[src/rtl/fwperiph_dma_dbg_trace.sv]
// Debug trace capture for a DMA engine: timestamps register writes and busy/done
// edges into a first-word-fall-through FIFO with sticky overflow accounting.
module fwperiph_dma_dbg_trace #(
    parameter int ch_count = 1,
    parameter int depth    = 16,
    parameter int ts_width = 16
) (
    input  logic                      clock,
    input  logic                      reset,
    input  logic [31:0]               adr,
    input  logic [31:0]               dat_w,
    input  logic                      we,
    input  logic [4:0]                ch_sel,
    input  logic                      dma_busy,
    input  logic                      dma_done_all,
    input  logic [ch_count-1:0]       ch_mask,
    input  logic                      trc_en,
    input  logic                      trc_clr,
    input  logic                      trc_rd,
    output logic                      trc_valid,
    output logic [ts_width+56:0]      trc_dat,
    output logic [$clog2(depth):0]    trc_count,
    output logic                      trc_ovf,
    output logic [15:0]               trc_drops
);

    localparam int aw = $clog2(depth);
    localparam int cw = aw + 1;
    localparam int rw = ts_width + 57;

    logic                busy_q;
    logic                done_q;
    logic [ts_width-1:0] ts_q;
    logic [rw-1:0]       mem [depth];
    logic [aw-1:0]       wr_ptr;
    logic [aw-1:0]       rd_ptr;
    logic [cw-1:0]       count_q;
    logic                ovf_q;
    logic [15:0]         drops_q;

    logic                w_hit;
    logic [3:0]          flags;
    logic                push;
    logic                pop;
    logic                full;
    logic                accept;
    logic [rw-1:0]       record;
    logic                unused_adr;

    assign unused_adr = ^adr[31:16];

    // Loop compare keeps ch_mask indexing in range for any ch_sel value.
    always_comb begin
        w_hit = 1'b0;
        for (int i = 0; i < ch_count; i++) begin
            if (ch_sel == 5'(i)) w_hit = ch_mask[i];
        end
    end

    assign flags  = {we & w_hit, dma_busy & ~busy_q, ~dma_busy & busy_q, dma_done_all & ~done_q};
    assign push   = trc_en & (|flags);
    assign pop    = trc_rd & (count_q != '0);
    assign full   = (count_q == cw'(depth));
    assign accept = push & (~full | pop);

    assign record = flags[3] ? {ts_q, flags, ch_sel, adr[15:0], dat_w}
                             : {ts_q, flags, 5'd0, 16'd0, 32'd0};

    always_ff @(posedge clock) begin
        if (reset) begin
            busy_q <= 1'b0;
            done_q <= 1'b0;
        end else begin
            busy_q <= dma_busy;
            done_q <= dma_done_all;
        end
    end

    always_ff @(posedge clock) begin
        if (accept && !reset && !trc_clr) mem[wr_ptr] <= record;
    end

    always_ff @(posedge clock) begin
        if (reset || trc_clr) begin
            ts_q    <= '0;
            wr_ptr  <= '0;
            rd_ptr  <= '0;
            count_q <= '0;
            ovf_q   <= 1'b0;
            drops_q <= 16'd0;
        end else begin
            if (trc_en) ts_q <= ts_q + 1'b1;
            if (accept) wr_ptr <= wr_ptr + 1'b1;
            if (pop) rd_ptr <= rd_ptr + 1'b1;
            case ({accept, pop})
                2'b10:   count_q <= count_q + 1'b1;
                2'b01:   count_q <= count_q - 1'b1;
                default: count_q <= count_q;
            endcase
            if (push && !accept) begin
                ovf_q <= 1'b1;
                if (drops_q != 16'hFFFF) drops_q <= drops_q + 16'd1;
            end
        end
    end

    assign trc_valid = (count_q != '0);
    assign trc_dat   = mem[rd_ptr];
    assign trc_count = count_q;
    assign trc_ovf   = ovf_q;
    assign trc_drops = drops_q;

endmodule

[config.mk]
export PLATFORM = sky130hd
export DESIGN_NAME = fwperiph_dma_dbg_trace
export DESIGN_NICKNAME = d
export VERILOG_FILES = /design/src/rtl/fwperiph_dma_dbg_trace.sv
export SDC_FILE = /design/constraint.sdc
export NUM_CORES = 1
export LEC_CHECK = 0
export BUFFER_PORTS_ARGS = -buffer_cell sky130_fd_sc_hd__buf_2
export CAP_MARGIN = 20
export CORE_ASPECT_RATIO = 0.7
export CORE_MARGIN = 3
export CORE_UTILIZATION = 45
export CTS_CLUSTER_DIAMETER = 50
export DETAILED_ROUTE_END_ITERATION = 16
export SLEW_MARGIN = 5
export SYNTH_ARGS = -nofsm -noshare
export SYNTH_HDL_FRONTEND = slang
export SYNTH_SLANG_ARGS = --single-unit
[constraint.sdc]
create_clock -name clock -period 8.9 [get_ports clock]
set_clock_uncertainty 0.15 [all_clocks]
set_input_delay 0.89 -clock clock [delete_from_list [all_inputs] [get_ports clock]]
set_output_delay 0.89 -clock clock [all_outputs]
set_load 0.005 [all_outputs]
==> After elaboration in Yosys (flattened, before gate mapping) <==
Memory sizes are Yosys's and may differ from the RTL's. A register that Yosys moved wholly into a read port is not among the register bits.
Index checks and enable logic that the tools add are counted.
{ "word_totals": {"regBits": 48, "ramBits": 1168, "inputBits": 78, "out_inout_bits": 96, "mem_count": 1} }
{ "memory_table": {"columns": ["name", "words", "width", "read_ports", "rd_clocked_by_memory_dff", "write_ports", "line", "text"], "rows": [
  ["mem", 16, 73, 1, 1, 1, "34", "logic [rw-1:0] mem [depth];"]
]} }
{ "op_classes": {"n_addsub": 6, "eq_ne": 4, "n_mux": 7, "bitwise_logic": 12, "n_reduce_logical": 12} }
{ "ops": {"columns": ["cell", "count"], "rows": [
  ["two-way mux 57 bit", 1],
  ["adder 16 x 1 -> 16 bit (second input constant)", 2],
  ["inequality test 16 bit (second input constant)", 1],
  ["case mux 5 bit (2 select lines)", 1],
  ["adder 4 x 1 -> 4 bit (second input constant)", 2],
  ["two-way mux 4 bit", 2],
  ["bitwise AND 1 bit", 7],
  ["adder 5 x 1 -> 5 bit (second input constant)", 1],
  ["equality test 5 bit (second input constant)", 1],
  ["logical NOT 5 bit", 1],
  ["nonzero test 5 bit", 1],
  ["subtractor 5 x 1 -> 5 bit (second input constant)", 1],
  ["inverter 1 bit", 4],
  ["OR reduction 4 bit", 1],
  ["logical AND 1 bit", 3],
  ["logical NOT 1 bit", 3],
  ["two-way mux 1 bit", 3],
  ["equality test 2 x 1 -> 1 bit (second input constant)", 1],
  ["equality test 2 bit (second input constant)", 1],
  ["AND reduction 2 bit", 1],
  ["nonzero test 2 bit", 1],
  ["logical OR 1 bit", 1],
  ["OR 1 bit", 1]
]} }

==> Logic depth before layout (Yosys ltp) <==
{ "logic_depth": {"word_depth": 10, "depth_mapped": 11, "ltp_nobuf": 10} }

==> Worst setup path after synthesis <==
Ideal clock, no wire load.
{ "synth_path": {"kind": "input port to flip-flop", "start": "input ch_sel[0]", "end": "memory mem[0][0] in the netlist's numbering, enable pin", "setup_time_ns": 0.594, "arrival_time_ns": 7.253, "slack_ns": 0.904, "path_stages": 6, "path_buffers": 1, "path_cell_list": "or3_1 -> o211ai_1 -> and3_1 -> clkbuf_1 -> nand3_1 -> nor3_1"} }
{ "synth_via": {"elab_chain_cells": 10} }
{ "synth_lines": {"columns": ["element", "line", "text"], "rows": [
  ["start, declared", "13", "input logic [4:0] ch_sel,"],
  ["logical NOT 5 bit", "56", "if (ch_sel == 5'(i)) w_hit = ch_mask[i];"],
  ["two-way mux 1 bit", "56", null],
  ["bitwise AND 1 bit", "60", "assign flags = {we & w_hit, dma_busy & ~busy_q, ~dma_busy & busy_q, dma_done_all & ~done_q};"],
  ["OR reduction 4 bit", "61", "assign push = trc_en & (|flags);"],
  ["bitwise AND 1 bit", "61", null],
  ["bitwise AND 1 bit", "64", "assign accept = push & (~full | pop);"],
  ["logical AND 1 bit (2 in series)", "80", "if (accept && !reset && !trc_clr) mem[wr_ptr] <= record;"],
  ["two-way mux 1 bit", "80", null],
  ["two-way mux 1 bit (not written as such)", "80", null],
  ["end, declared", "34", null]
]} }
No other way between the ends.

==> results.md <==
- The clock reaches the later pin of the worst-skew pair after 0.69 ns.
- For this configuration, the core starts out at a cell density of 0.459.
- The worst hold path begins at reset.
- Synthesis instantiated 47 different standard cells from the library.
- Walking the worst path, the cells encountered are buf_16 > buf_12 > mux4_2 > mux4_2 > buf_2.
- The maximum clock frequency is 215 MHz.
- The dominant cell type by count on the critical path is sky130_fd_sc_hd__mux4_2.
- Dividing the synthesized area by the synthesized cell count gives 23.5 um^2.
- After layout, the minimum clock period comes to 4.65 ns.
- The power density over the cells is 210 nW/um^2.
- For this block, the initial DRC count from the detailed router was roughly 1800.
- The die covers roughly 110000 um^2.
- At the worst endpoint, the required time is 7.86 ns.
- The total overflow left after global routing is 0.
- The final-report hold violation count is 0.
- Of the post-synthesis cell area, the dominant cell type holds 0.755.
- Of all cell types, the one taking the most synthesized area is sky130_fd_sc_hd__edfxtp_1.
- The first detailed-routing pass ran for 8 iterations.
- The most used flip-flop cell after synthesis is sky130_fd_sc_hd__edfxtp_1.
- The number of placed I/O pins is 174.
- The class of the most critical hold timing path is input port to flip-flop.
- The worst setup path is captured at an output pin.
- The depth of the critical timing path with buffers and inverters included is 5.
- For this run, design rule violations remaining after detail routing come to 0.
- For the pin with the worst max-slew slack, the measured transition is 1.09 ns.
- Following the worst setup path forward leads to its endpoint at trc_dat[72].
- In the layout the commonest cells are sky130_fd_sc_hd__edfxtp_1, sky130_fd_sc_hd__mux4_2, sky130_fd_sc_hd__buf_2, sky130_fd_sc_hd__clkbuf_16, sky130_fd_sc_hd__conb_1.
- For the worst setup path, the data arrival time is roughly 3.6 ns.
- The share of the Yosys chip area taken by registers is 0.777.
- The endpoint of the most critical register-to-register path is mem[1][35].
- The first global-routing pass estimated 150000 um of wire.
- After detailed routing, the average wire length per cell comes to 27.2 um.
- In this run the cell area of the synthesized design comes to 46500 um^2.
- After floorplanning, the core was sized to cover 101000 um^2.
- The setup TNS after final layout is 0 ns.
- The final HPWL from detailed placement is about 49000 um.
- Setup violations remaining at the end of the flow were counted as 0.
- The overall die width is 390 um.
- The root buffer cell is sky130_fd_sc_hd__clkbuf_16.
- The clock transition at the registers of the reported paths is about 0.06 ns.
- The clock passes through at most 3 buffers.
- The overall routed net length is 101000 um.
- The count of nets left with antenna violations after detail routing is 0.
- The total placed instance area is 49400 um^2.
- The max-cap violation count is 0.
- In this run the critical register-to-register path is launched from trc_count[1].
- The least setup slack across all paths after layout is 4.25 ns.
- Routability-driven placement finished with a final weighted congestion of between 0.7 and 0.8.
- The count of buffers added by post-CTS timing repair for setup is 0.
- By area the synthesized netlist is led by sky130_fd_sc_hd__edfxtp_1, sky130_fd_sc_hd__mux4_2, sky130_fd_sc_hd__dfxtp_1.
- Port buffering added 157 buffers.
- The share of post-route cells with drive strength above 1 is 0.315.
- The reported leakage power is 15.9 nW.
- The H-tree depth is 3.
- The worst slack at placement is 3.92 ns.
- The worst setup slack for register-to-register paths is 5.00 ns.
- The sink count of the clock tree is 1220.
- Counting flops with a built-in enable in the synthesized netlist gives 1168.
- The routed layout has 20929 vias.
- The via count of the first global-routing pass is 22264.
- The cell row count is between 90 and 100.
- The critical path class is flip-flop to output pin.
- The CTS tree is done.
- The leading cell type in the layout, fill and taps excluded is sky130_fd_sc_hd__edfxtp_1.
- The portion of the clock cycle consumed by the worst path in the final layout is 0.523.
- The count of final max-slew check failures is 0.
- The vertical die dimension is 275 um.
- Counting both buffers and inverters, the worst setup path holds a total of 3.
- VDD sags by at most 0.160 mV.
- Synthesis produced a netlist whose cell count is 1974.
- The number of cell instances on the worst register-to-register path is 7.
- The area growth from synthesis to layout is 14.0%.
- The Yosys warning count is 0.
- The final design area excluding fillers is 52900 um^2.
- The family of cells with the greatest summed delay on the critical path is multiplexers.
- The aggregate global-route resource usage is 0.192.
- At the end of the flow, the number of nets in the layout was 2354.
- Setup repair after global routing left no endpoint under its margin.
- For this run, asynchronously set or reset flops after synthesis account for 0.
- The worst max-slew margin expressed relative to the limit is 0.276.
- The initial antenna violation count is 3.
- The run finished with clean final reports.
- The count of hold buffers inserted by post-cts repair is 0.
- The post-CTS resize count is 0.
- Along the worst path, the maximum fanout reaches 86.
- The largest net degree at the start of global routing is 135.
- The worst setup path is launched from a flip-flop.
- The number of vias per cell is 5.66.
- The total power of the final layout is 11.1 mW.
- Counting flops and latches in the post-synthesis netlist gives 1220.
- On the worst path, the slowest cell contributes a delay of roughly 0.6 ns.
- The cell with the biggest individual delay on the critical path is sky130_fd_sc_hd__mux4_2.
- The number of buffers created by CTS is 114.
[stage by stage]
step	util	hold WS [ns]	instances
6_report	0.523	0.265	3696
5_1_grt	0.523	0.222	3695
4_1_cts	0.523	0.206	3694
3_5_place_dp	0.488	0.309	3486
3_3_place_gp	0.488	0.299	3486
2_1_floorplan	-	0.315	2053
[sequential cells by signal, summed over array words and instances, names as in the netlist, named ones only]
register and cells:
trc_count 5, done_q 1, busy_q 1, trc_ovf 1, wr_ptr 4, mem 1168, rd_ptr 4, trc_drops 16
ts_q 16
[layer usage]
layer	vias to the layer above	routed length, um	part of all wire	GRT usage
met5	-	0	0	0
met4	0	1790	0.018	0.0396
met3	132	6050	0.060	0.0367
met2	588	50200	0.50	0.318
met1	11319	42600	0.42	0.269
li1	8890	-	-	-
[cell type report]
type,instances,area [um^2]
multi-input cells,727,10300
clock buffers,148,3060
flip-flops and latches,1220,36100
repair buffers,196,1200
diodes,1,2.50
clock inverters,60,500
inverters,8,30.0
well taps,1336,1670
fillers,7832,48300
[cell usage after synthesis (5+ instances only)]
cell type and instances:
sky130_fd_sc_hd__dfxtp_1 52, sky130_fd_sc_hd__nor2_1 62, sky130_fd_sc_hd__nor3_1 9, sky130_fd_sc_hd__mux4_2 365
sky130_fd_sc_hd__and3_1 5, sky130_fd_sc_hd__nand4_1 8, sky130_fd_sc_hd__ha_1 9, sky130_fd_sc_hd__clkbuf_1 64
sky130_fd_sc_hd__nand2_1 23, sky130_fd_sc_hd__o21ai_0 8, sky130_fd_sc_hd__or3_1 7, sky130_fd_sc_hd__xor2_1 16
sky130_fd_sc_hd__and2_1 51, sky130_fd_sc_hd__xnor2_1 18, sky130_fd_sc_hd__edfxtp_1 1168, sky130_fd_sc_hd__a21oi_1 11
sky130_fd_sc_hd__nand3_1 13, sky130_fd_sc_hd__buf_1 31, sky130_fd_sc_hd__nor2b_1 5, sky130_fd_sc_hd__inv_1 8
[power breakdown]
part | switching [mW] | internal (mW) | leakage [nW] | total [mW]
logic | 0.118 | 0.110 | 3.61 | 0.228
registers | 0.00778 | 6.22 | 10.6 | 6.22
clock network | 2.03 | 2.65 | 1.73 | 4.67
total | 2.15 | 8.97 | 15.9 | 11.1
[how the worst min path moves through the flow]
| stage | endpoint | slack, ns | depth (start not counted) |
|---|---|---|---|
| after floorplan | trc_ovf | 0.32 | 2 |
| after detailed placement | trc_ovf | 0.31 | 2 |
| after CTS | busy_q | 0.21 | 2 |
| after global placement | trc_ovf | 0.30 | 2 |
| after global routing | busy_q | 0.22 | 2 |
| final | busy_q | 0.26 | 2 |
[cells by family after synthesis]
kind of cell	share of synthesized area
DFF	0.777
muxes	0.178
and+or+nand+nor	0.0227
buffers and inverters	0.00891
xor gates and xnor gates	0.00641
AOI/OAI and AO/OA	0.00442
adders and majority gates	0.00242
other	0.0000807
Power figures use the tool's default switching activity.
